$ cat src/rtl/buzzer_pkg.sv
// -----------------------------------------------------------------------------
// buzzer_pkg
//   Shared definitions for the buzzer tone generator. It holds the note index
//   names, the pitch table in Hz and a helper that turns a note into its
//   half-period in clock cycles.
//   Index 0 is a rest. Indices 1..15 run from C4 up to C6.
// -----------------------------------------------------------------------------
package buzzer_pkg;

  typedef enum logic [3:0] {
    NOTE_REST = 4'd0,
    NOTE_C4   = 4'd1,
    NOTE_D4   = 4'd2,
    NOTE_E4   = 4'd3,
    NOTE_F4   = 4'd4,
    NOTE_G4   = 4'd5,
    NOTE_A4   = 4'd6,
    NOTE_B4   = 4'd7,
    NOTE_C5   = 4'd8,
    NOTE_D5   = 4'd9,
    NOTE_E5   = 4'd10,
    NOTE_F5   = 4'd11,
    NOTE_G5   = 4'd12,
    NOTE_A5   = 4'd13,
    NOTE_B5   = 4'd14,
    NOTE_C6   = 4'd15
  } note_e;

  // Pitch in Hz, indexed by note. Entry 0 (rest) has no pitch.
  localparam int unsigned NOTE_FREQ_HZ [16] = '{
    0,   262, 294, 330, 349, 392, 440, 494,
    523, 587, 659, 698, 784, 880, 988, 1047
  };

  // Returns the number of clock cycles in half a period of the note, rounded
  // down. A rest returns 0; the divider never uses the half-period of a rest.
  function automatic int unsigned half_period(input logic [3:0] note,
                                              input int unsigned clk_hz);
    if (note == NOTE_REST) return 0;
    return clk_hz / (2 * NOTE_FREQ_HZ[note]);
  endfunction

endpackage

$ cat src/rtl/note_period_lut.sv
// -----------------------------------------------------------------------------
// note_period_lut
//   Combinational ROM that maps a note index to its half-period in clock
//   cycles. All 16 entries are elaboration-time constants, so no divider is
//   built in hardware.
// Ports
//   note_i  in  4      note index (0 = rest)
//   half_o  out CNT_W  half-period in clock cycles (0 for a rest)
// -----------------------------------------------------------------------------
module note_period_lut
  import buzzer_pkg::*;
#(
  parameter int unsigned CLK_HZ = 100_000_000,
  parameter int          CNT_W  = 20
) (
  input  logic [3:0]       note_i,
  output logic [CNT_W-1:0] half_o
);

  logic [CNT_W-1:0] rom [16];

  for (genvar i = 0; i < 16; i++) begin : g_rom
    assign rom[i] = CNT_W'(half_period(4'(i), CLK_HZ));
  end

  assign half_o = rom[note_i];

endmodule

$ cat src/rtl/buzzer_tone_gen.sv
// -----------------------------------------------------------------------------
// buzzer_tone_gen
//   Converts the sequencer's 4-bit note index into a square wave that drives
//   the passive buzzer. A change in the note restarts the phase at zero. When
//   the same note is held, the phase continues without a break. Muting, or a
//   rest, holds the phase at zero.
// Ports
//   clk      in   1  system clock
//   rst_n    in   1  synchronous reset, active low
//   en       in   1  1 = sound allowed, 0 = mute and hold phase at zero
//   note_in  in   4  note index from the sequencer (0 = rest)
//   vol      in   2  volume level (only when BUZZER_VOL_EN is defined)
//   buzzer   out  1  registered square-wave drive
//   playing  out  1  registered; 1 while a non-rest note is sounding
// Configuration
//   BUZZER_VOL_EN  adds the vol port. A free-running 2-bit PWM gates the high
//                  phase to a duty of 25/50/75/100 % for vol = 0/1/2/3.
// -----------------------------------------------------------------------------
module buzzer_tone_gen
  import buzzer_pkg::*;
#(
  parameter int unsigned CLK_HZ = 100_000_000,
  parameter int          CNT_W  = 20
) (
  input  logic       clk,
  input  logic       rst_n,
  input  logic       en,
  input  logic [3:0] note_in,
`ifdef BUZZER_VOL_EN
  input  logic [1:0] vol,
`endif
  output logic       buzzer,
  output logic       playing
);

  logic [3:0]       cur_note_q, cur_note_d;
  logic [CNT_W-1:0] cnt_q, cnt_d;
  logic [CNT_W-1:0] half;
  logic             tone_q, tone_d;
  logic             playing_q, playing_d;

  // The half-period follows the registered note, so the table lookup stays
  // off the path from note_in.
  note_period_lut #(
    .CLK_HZ (CLK_HZ),
    .CNT_W  (CNT_W)
  ) u_lut (
    .note_i (cur_note_q),
    .half_o (half)
  );

  always_comb begin
    // NOTE: every output gets a default first, so no path leaves a latch.
    cur_note_d = cur_note_q;
    cnt_d      = cnt_q + CNT_W'(1);
    tone_d     = tone_q;
    if (note_in != cur_note_q) begin
      // A new note always starts at phase 0, even when sound is muted.
      cur_note_d = note_in;
      cnt_d      = '0;
      tone_d     = 1'b0;
    end else if (!en || cur_note_q == NOTE_REST) begin
      cnt_d  = '0;
      tone_d = 1'b0;
    end else if (cnt_q == half - CNT_W'(1)) begin
      cnt_d  = '0;
      tone_d = ~tone_q;
    end
    // playing is computed from the next note, so it changes in the same cycle as tone.
    playing_d = en && (cur_note_d != NOTE_REST);
  end

  always_ff @(posedge clk) begin
    // NOTE: reset is sampled on the clock edge. Sequential state uses
    // non-blocking assignments only.
    if (!rst_n) begin
      cur_note_q <= NOTE_REST;
      cnt_q      <= '0;
      tone_q     <= 1'b0;
      playing_q  <= 1'b0;
    end else begin
      cur_note_q <= cur_note_d;
      cnt_q      <= cnt_d;
      tone_q     <= tone_d;
      playing_q  <= playing_d;
    end
  end

`ifdef BUZZER_VOL_EN
  logic [1:0] pwm_q, pwm_d;
  logic       buzzer_q, buzzer_d;

  // Gating uses the next values of tone and the PWM count. The output
  // register therefore gives the same timing as the ungated build.
  assign pwm_d    = pwm_q + 2'd1;
  assign buzzer_d = tone_d & (pwm_d <= vol);

  always_ff @(posedge clk) begin
    if (!rst_n) begin
      pwm_q    <= 2'd0;
      buzzer_q <= 1'b0;
    end else begin
      pwm_q    <= pwm_d;
      buzzer_q <= buzzer_d;
    end
  end

  assign buzzer = buzzer_q;
`else
  assign buzzer = tone_q;
`endif

  assign playing = playing_q;

endmodule

$ cat config.mk
export PLATFORM = sky130hd
export DESIGN_NAME = buzzer_tone_gen
export DESIGN_NICKNAME = d
export VERILOG_FILES = /design/src/rtl/buzzer_pkg.sv /design/src/rtl/note_period_lut.sv /design/src/rtl/buzzer_tone_gen.sv
export SDC_FILE = /design/constraint.sdc
export NUM_CORES = 1
export LEC_CHECK = 0
export BUFFER_PORTS_ARGS = -buffer_cell sky130_fd_sc_hd__buf_4
export CORE_UTILIZATION = 35
export DETAILED_ROUTE_END_ITERATION = 7
export SLEW_MARGIN = 40
export SYNTH_ARGS = -nofsm -noshare
export SYNTH_HDL_FRONTEND = slang
export SYNTH_SLANG_ARGS = --single-unit
export TNS_END_PERCENT = 1
$ cat constraint.sdc
create_clock -name clk -period 4 [get_ports clk]
set_clock_uncertainty 0.15 [all_clocks]
set_input_delay 0.4 -clock clk [delete_from_list [all_inputs] [get_ports clk]]
set_output_delay 0.4 -clock clk [all_outputs]
set_load 0.03 [all_outputs]
* Word level (Yosys, flattened, before mapping)
Memory sizes are Yosys's and may differ from the RTL's.
Index checks and enable logic that the tools add are counted.
** Word-level totals
- Flip-flop bits (word level) :: 26
- Output and inout bits :: 2
- Bits in read-only memories :: 320
- Input bits :: 7
- Memories :: 1
- Logic and storage cells :: 23
** Cells by class
- Mux-type cells :: 3
- $add $sub $neg :: 2
- Bitwise gates (word level) :: 3
- Eq/ne operators :: 2
- $lt $le $gt $ge :: 1
- Reduce and logical (&&, ||, !) cells :: 7
** Memories
- (no name shown) :: words 16, width 20, read ports 1, clocked after Yosys merged registers in 0, write ports 0, line note_period_lut.sv:26 : assign half_o = rom[note_i];
** Operators by type and width (number)
- $mux W20 :: 2
- $add A20 B1 Y20 const B :: 1
- $eq A20 B20 Y1 :: 1
- $sub A20 B1 Y20 const B :: 1
- $ge A5 B5 Y1 const B :: 1
- $not A4 Y5 :: 1
- $logic_not A4 Y1 :: 1
- $mux W4 :: 1
- $ne A4 B4 Y1 :: 1
- $reduce_bool A4 Y1 :: 1
- $reduce_or A4 Y1 :: 1
- $reduce_or A3 Y1 :: 1
- $not A1 Y1 :: 2
- $logic_and A1 B1 Y1 :: 1
- $logic_not A1 Y1 :: 1
- $logic_or A1 B1 Y1 :: 1

* Depth between registers and ports, before layout
Gate-level depths: netlist of the first run.
- Depth after elaboration :: 7
- Depth in mapped cells :: 15
- Gate-level depth less buffers :: 13

* Hierarchy
From an unflattened synthesis of the first run, not the netlist that was laid out.
** Second synthesis, totals
- Cells, all modules :: 288
- Area, all modules :: 2243.4 sq um
** By module, submodules not included
- buzzer_tone_gen :: times used 1, area each 1742.9 sq um, cells each 210, sequential area each 520.5 sq um
- note_period_lut :: times used 1, area each 500.5 sq um, cells each 78, sequential area each 0.0 sq um

* Worst setup path before layout of the first run
Ideal clock, no wire load.
- Path kind :: reg2reg
- Start :: register cur_note_q[1]
- End :: register tone_q (netlist: buzzer)
- Arrival time :: 3.118 ns
- Period minus slack after synthesis :: 3.338 ns
- Library setup time :: 0.070 ns
- Cell stages (with the launch flop) :: 12
- Buffers on the path :: 1
- Path slack :: 0.662 ns
- Data required time :: 3.780 ns
- Cell sequence :: dfxtp_1 -> clkbuf_1 -> inv_1 -> ha_1 -> mux4_2 -> or3_4 -> nor4_4 -> mux2_2 -> a21oi_1 -> nand3_1 -> or3_1 -> a21boi_1
** On the way
- Longest elaborated chain between the ends :: 6
- Elaborated cells between the ends (all ways) :: 10
- Those cells by class :: add/sub: 1; eq/ne: 2; mux: 2; bitwise: 1; reduce/logical: 3; memory: 1
** RTL lines
- from (decl) :: line buzzer_tone_gen.sv:36 : logic [3:0] cur_note_q, cur_note_d;
- from (signal assigned) :: line buzzer_tone_gen.sv:82 : cur_note_q <= cur_note_d;
- $not A4 Y5 (implied by the code) :: line note_period_lut.sv:26
- $mem_v2 Z16 W20
- $mux W20 (implied by the code) (2 in a row) :: line note_period_lut.sv:26
- $sub A20 B1 Y20 :: line buzzer_tone_gen.sv:65 : end else if (cnt_q == half - CNT_W'(1)) begin
- $eq A20 B20 Y1 :: line buzzer_tone_gen.sv:65
- to (signal assigned) :: line buzzer_tone_gen.sv:84 : tone_q <= tone_d;
- to (decl) :: line buzzer_tone_gen.sv:39 : logic tone_q, tone_d;
Several ways; a longest one is shown, not always the timed one. The select of a mux whose other input is x is not followed.
A chain may end at the register's enable or synchronous reset.

* Worst setup path after layout of the first run
- Start :: register cur_note_q[0]
- End :: register cnt_q[14]
** On the way
- Longest elaborated chain between the ends :: 7
- Elaborated cells between the ends (all ways) :: 10
- Those cells by class :: add/sub: 1; eq/ne: 2; mux: 2; bitwise: 1; reduce/logical: 3; memory: 1
** RTL lines
- $not A4 Y5 (implied by the code) :: line note_period_lut.sv:26
- $mem_v2 Z16 W20
- $mux W20 (implied by the code) (2 in a row) :: line note_period_lut.sv:26
- $sub A20 B1 Y20 :: line buzzer_tone_gen.sv:65
- $eq A20 B20 Y1 :: line buzzer_tone_gen.sv:65
- $reduce_or A4 Y1 (no source line) (*)
- to (signal assigned) :: line buzzer_tone_gen.sv:83 : cnt_q <= cnt_d;
- to (decl) :: line buzzer_tone_gen.sv:37 : logic [CNT_W-1:0] cnt_q, cnt_d;
Every way passes the cells marked *; elsewhere a longest branch is shown, timed or not. The select of a mux whose other input is x is not followed.

==> impl_metrics.ini, run 1 <==
[outcome]
status = finished clean

[yosys]
yosys_warnings = 0
synthTopCellsByArea = dfxtp_1, xnor2_1, xor2_1
synthesis.area_mm2 = 0.00228
ys_ff_latch = 26
syn_avg_cell_area_um2 = 7.92
synth_cells = 288
yosysSeqAreaShare_pct = 22.8
ys.flop_type = dfxtp_1
synth_edf_count = 0
synth_top_area_cell = dfxtp_1
synth_top_area_share_pct = 22.8
syn-num-nets = 305
async_flop_share_pct = 0
ys_types = 60

[place]
dp_hpwl_um = 4020
port_buffers = 8
gp_congestion = 0.838
pre_cts_ws_ns = 0.580

[timing]
min_period_ns = 3.48
slew_headroom_pct = 61.5
setup_tns_ns = 0
fmax_ghz = 0.287
hold_violations = 0
min_period_over_period_pct = 87.1
finalSetupViolations = 0
rsz0062_at_grt = false
worst_pin_slew_ns = 0.572
maxSlewViolCount = 0
layout_setup_ws_ns = 0.517

[power]
switchingPower_uw = 195
intPower_uw = 471
p_comb_share_pct = 26.8
power.share.sequential_pct = 40.0
vdd_ir_drop_max_mv = 0.167
leakagePower_nw = 0.872
power_density_mw_per_mm2 = 269
power.share.clock_pct = 33.3
p_total_uw = 666
switching_share_pct = 29.3

[final_layout]
syn_to_final_growth_pct = 8.39
layout_common_cells = nor2_1, dfxtp_1, nand2_1, xnor2_1, xor2_1
drive_above_1_share_pct = 12.1
fin_nets = 308
antenna_cells = 0
final_util_pct = 39.2
final_common_cell = nor2_1
n_fill_cell = 653

[routing]
drt-met1-wl_um = 2440
vias_per_cell = 5.43
detail_route.wl_per_cell_um = 14.5
routed-wl-met2_um = 2550
postRouteAntennaNets = 0
first_pass_iters = 5
drcViolationCount = 0
top_layer_used = met4
vias = 1994
finalWirelength_um = 5320
drt_iter0_markers = 165
wl_met3_um = 231

[clock_tree]
clk_pin_slew_ns = 0.10
clk-insertion-delay-late_ns = 0.28
clock_path_buffers = 2
htreeDepth = 1
cts_resized = 0
cts_root_buf = clkbuf_8
cts_tree = done
numCtsBuffers = 3
clock_sink_count = 26
post_cts_buffers = 0
hold_buffers = 0

[global_routing]
track_usage_pct = 17.5
grt_pass1_vias = 1868
grt_pass1_wl_um = 9080
antenna_found_initial = 0
grt_max_degree = 21
overflow = 0

[setup_path]
cp.required_ns = 4.02
path_cells = inv_1 -> ha_1 -> inv_2 -> mux4_2 -> or3_4 -> nor4_4 -> mux2_2 -> a21oi_1 -> nand3_1 -> o21ai_1 -> buf_4 -> nor2_1
slowest_delay_ns = 0.50
cp_slowest_cell = mux4_2
regToRegSetupSlack_ns = 0.52
reg2reg_to = cnt_q[14]
r2r_start = cur_note_q[0]
critPathKind = flip-flop to flip-flop
cp_data_arrival_time_ns = 3.50
critPathLaunchType = flip-flop
reg2regPathDepth = 12
end_kind = flip-flop
worstPathMaxFanout = 20

[floorplan]
start_util_pct = 36.1
num_io_pins = 9
die_w_um = 82.7
coreArea_mm2 = 0.00631
die_area_mm2 = 0.00684
die_h_um = 82.7
std_cell_rows = 29

[worst_hold_path]
hp-class = input pin to flip-flop
holdCritStartpoint = note_in[3]
whs_endpoint = cur_note_q[3]
whs_path_depth = 2

[flow_run]
cap_violations = 0
## layout make-up
type                    count  area, µm²  area share [%]
flip-flops and latches     26        520            21.1
well taps                  77       96.3            3.90
clock buffers               3       41.3            1.67
inverters                  11       41.3            1.67
clock inverters             1       30.0            1.21
multi-input cells         236       1650            66.5
repair buffers             13       97.6            3.95
## through the flow
| stage | std cells | hold slack (ns) | cell area (µm²) |
|---|---|---|---|
| after CTS | 367 | 0.196 | 2470 |
| after detailed placement | 363 | 0.352 | 2400 |
| after global routing | 367 | 0.202 | 2470 |
| after floorplan | 288 | 0.313 | 2280 |
| final | 367 | 0.205 | 2470 |
| after global placement | 363 | 0.348 | 2400 |
## power by group through the flow
stage | clock network, mW | registers (mW) | logic, mW
CTS | 0.229 | 0.266 | 0.176
finish | 0.221 | 0.266 | 0.178
detailed placement | 0 | 0.272 | 0.175
floorplan | 0 | 0.271 | 0.137
global placement | 0 | 0.272 | 0.176
global route | 0.240 | 0.267 | 0.195
## metal layers
metal / vias up / global-route usage [%]
li1: 1015 / -
met1: 915 / 23.8
met2: 55 / 28.9
met3: 9 / 1.65
met4: 0 / 5.69
met5: - / 0
## synth_stat cells (2+ instances only)
cell type,count
nor2_1,41
dfxtp_1,26
nand2_1,20
xnor2_1,20
xor2_1,18
ha_1,10
nand3_1,10
a21oi_1,9
inv_1,9
o21ai_0,9
and2_1,8
clkbuf_1,7
nand2b_1,7
nand4_1,6
nor4_1,6
and3_1,5
buf_2,5
nor3_1,5
or3_1,5
mux4_2,4
nor2b_1,4
buf_4,3
nand3b_1,3
o21ai_1,3
a211oi_1,2
a221oi_1,2
inv_2,2
mux2_2,2
mux2i_1,2
nor3_2,2
o211a_1,2
o211ai_1,2
o21a_1,2
## critical path: cells and delay by family (launching register included)
kind	cells	cell delay (ns)
DFF	1	0.32
buffers and inverters	3	0.51
AOI/OAI and AO/OA	2	0.28
and+or+nand+nor	4	0.88
adders and majority gates	1	0.36
muxes	2	0.87
## flip-flops by register name, indices dropped and copies added, names as in the netlist
signal      cells
cnt_q          20
playing         1
cur_note_q      4
buzzer          1
## how the worst max path moves through the flow
stage                     slack, ns         to          start  cells after the start
after detailed placement       0.58  cnt_q[14]  cur_note_q[0]                     12
after CTS                      0.55  cnt_q[14]  cur_note_q[0]                     12
after global placement         0.62   cnt_q[5]  cur_note_q[3]                     13
final                          0.52  cnt_q[14]  cur_note_q[0]                     12
after global routing           0.32   cnt_q[6]  cur_note_q[0]                     12
after floorplan                0.66     buzzer  cur_note_q[1]                     11
## cells by family (layout without fill, tap and decap cells)
logic type | count (synthesis) | after routing | share of synthesized area (%)
compound gates | 49 | 49 | 15.2
xor+xnor | 38 | 38 | 14.6
fa+ha+maj | 10 | 10 | 5.49
buf+inv | 26 | 28 | 5.05
flops | 26 | 26 | 22.8
mux | 8 | 8 | 5.81
simple gates | 131 | 131 | 31.0
(Power assumes the default switching activity.)
==> run 2: changes to the inputs <==
--- a/config.mk
+++ b/config.mk
@@ -6,8 +6,11 @@
 export NUM_CORES = 1
 export LEC_CHECK = 0
 export BUFFER_PORTS_ARGS = -buffer_cell sky130_fd_sc_hd__buf_4
+export CELL_PAD_IN_SITES_DETAIL_PLACEMENT = 1
+export CELL_PAD_IN_SITES_GLOBAL_PLACEMENT = 2
 export CORE_UTILIZATION = 35
 export DETAILED_ROUTE_END_ITERATION = 7
+export PLACE_DENSITY_LB_ADDON = 0.1
 export SLEW_MARGIN = 40
 export SYNTH_ARGS = -nofsm -noshare
 export SYNTH_HDL_FRONTEND = slang
==> run 2 against run 1 <==
Sequential power about the same. Combinational power up 3%. Via count up 0.80%. Hold slack worse by 0.0036 ns. First-iteration DRC count down 7.9%. Clock power down 32%. Non-clock buffer count up 1. Maximum frequency down 2.8%. Critical path type unchanged. Critical endpoint is now cnt_q[7].
==> impl_metrics.ini, run 2 (synthesis gave the netlist of run 1 again) <==
[routing]
detail_route.wl_per_cell_um = 17.0
drcViolationCount = 0
vias_per_cell = 5.48
finalWirelength_um = 6250
first_pass_iters = 4
vias = 2010
postRouteAntennaNets = 0
drt_iter0_markers = 152

[clock_tree]
cts_root_buf = clkbuf_8
clock_path_buffers = 2
clock_sink_count = 26
clk_pin_slew_ns = 0.09
clk-insertion-delay-late_ns = 0.27
post_cts_buffers = 0
numCtsBuffers = 3
cts_resized = 0
htreeDepth = 1
cts_tree = done
hold_buffers = 0

[power]
p_comb_share_pct = 30.5
switching_share_pct = 32.4
vdd_ir_drop_max_mv = 0.125
power.share.sequential_pct = 44.4
power.share.clock_pct = 25.1
power_density_mw_per_mm2 = 243
switchingPower_uw = 194
leakagePower_nw = 0.872
intPower_uw = 406

[setup_path]
critPathLaunchType = flip-flop
cp.required_ns = 4.02
critPathKind = flip-flop to flip-flop
cp_data_arrival_time_ns = 3.60
end_kind = flip-flop
worstPathMaxFanout = 20

[worst_hold_path]
hp-class = input pin to flip-flop

[global_routing]
grt_max_degree = 23
grt_pass1_wl_um = 9980
track_usage_pct = 19.8
grt_pass1_vias = 1883
antenna_found_initial = 0
overflow = 0

[timing]
worst_pin_slew_ns = 0.551
layout_setup_ws_ns = 0.417
fmax_ghz = 0.279
finalSetupViolations = 0
hold_violations = 0
slew_headroom_pct = 63.2
holdWs_ns = 0.201
min_period_over_period_pct = 89.6
setup_tns_ns = 0
maxSlewViolCount = 0
min_period_ns = 3.58
rsz0062_at_grt = false

[floorplan]
start_util_pct = 36.1
die_h_um = 82.7
num_io_pins = 9
coreArea_mm2 = 0.00631
die_w_um = 82.7
std_cell_rows = 29
die_area_mm2 = 0.00684

[final_layout]
fin_cells = 367
syn_to_final_growth_pct = 8.50
antenna_cells = 0
n_fill_cell = 787
final_common_cell = nor2_1
drive_above_1_share_pct = 12.1
reg_top3 = cnt_q: 20 flops, cur_note_q: 4 flops
layout_common_cells = nor2_1, dfxtp_1, nand2_1, xnor2_1, xor2_1
largest_reg_flops = 20
top_register = cnt_q
final_area_mm2 = 0.00247
fin_nets = 309

[place]
gp_congestion = 0.851
port_buffers = 8
placed_cells = 364
pre_cts_ws_ns = 0.427
dpl-instance-area_mm2 = 0.00243
dp_hpwl_um = 4970

[outcome]
status = finished clean

[flow_run]
cap_violations = 0
-- run 2: metrics by stage --
step           utilization, %  power (mW)
2_1_floorplan               -       0.408
3_3_place_gp             38.5       0.456
3_5_place_dp             38.5       0.456
4_1_cts                  39.2       0.610
5_1_grt                  39.2       0.635
6_report                 39.2       0.601
-- run 2: area by class of cell --
| class | count | area (µm²) | area share (%) |
|---|---|---|---|
| Clock buffer | 3 | 41.3 | 1.67 |
| Inverter | 11 | 41.3 | 1.67 |
| Multi-Input combinational cell | 236 | 1650 | 66.5 |
| Sequential cell | 26 | 520 | 21.0 |
| Tap cell | 77 | 96.3 | 3.89 |
| Timing Repair Buffer | 14 | 130 | 5.26 |
-- run 2: power by group through the flow --
| stage | Sequential, mW | Combinational, mW | Clock, mW |
|---|---|---|---|
| 3_3_place_gp | 0.273 | 0.183 | 0 |
| 4_1_cts | 0.267 | 0.184 | 0.159 |
| 5_1_grt | 0.268 | 0.202 | 0.165 |
| 6_report | 0.267 | 0.183 | 0.151 |
| 3_5_place_dp | 0.273 | 0.183 | 0 |
| 2_1_floorplan | 0.271 | 0.137 | 0 |
-- run 2: per-layer routing --
layer  global-route usage, %  vias to the layer above  wire (µm)
li1                        -                     1014          -
met1                    27.7                      969       3130
met2                    33.0                       25       2960
met3                    2.42                        2        124
met4                    2.59                        0         29
met5                       0                        -          0
-- run 2: worst max-delay path, cell delays in order, from the launching register on --
cell and delay (ns):
dfxtp_1 0.47, buf_4 0.22, ha_1 0.26, nor3b_1 0.08
a211o_1 0.28, ha_1 0.26, xor2_1 0.16, xnor2_1 0.14
nor4_1 0.39, nand4b_1 0.17, a211oi_2 0.21, o211ai_2 0.17
o21ai_1 0.25, buf_12 0.19, nor2_1 0.06
-- run 2: worst paths after layout --
check	start	end	slack [ns]	cells after the start
setup / recovery	cur_note_q[0]	cnt_q[7]	0.42	14
setup reg to reg	cur_note_q[0]	cnt_q[7]	0.42	14
hold reg to reg	buzzer	buzzer	0.36	2
hold / removal	note_in[0]	cur_note_q[0]	0.20	2
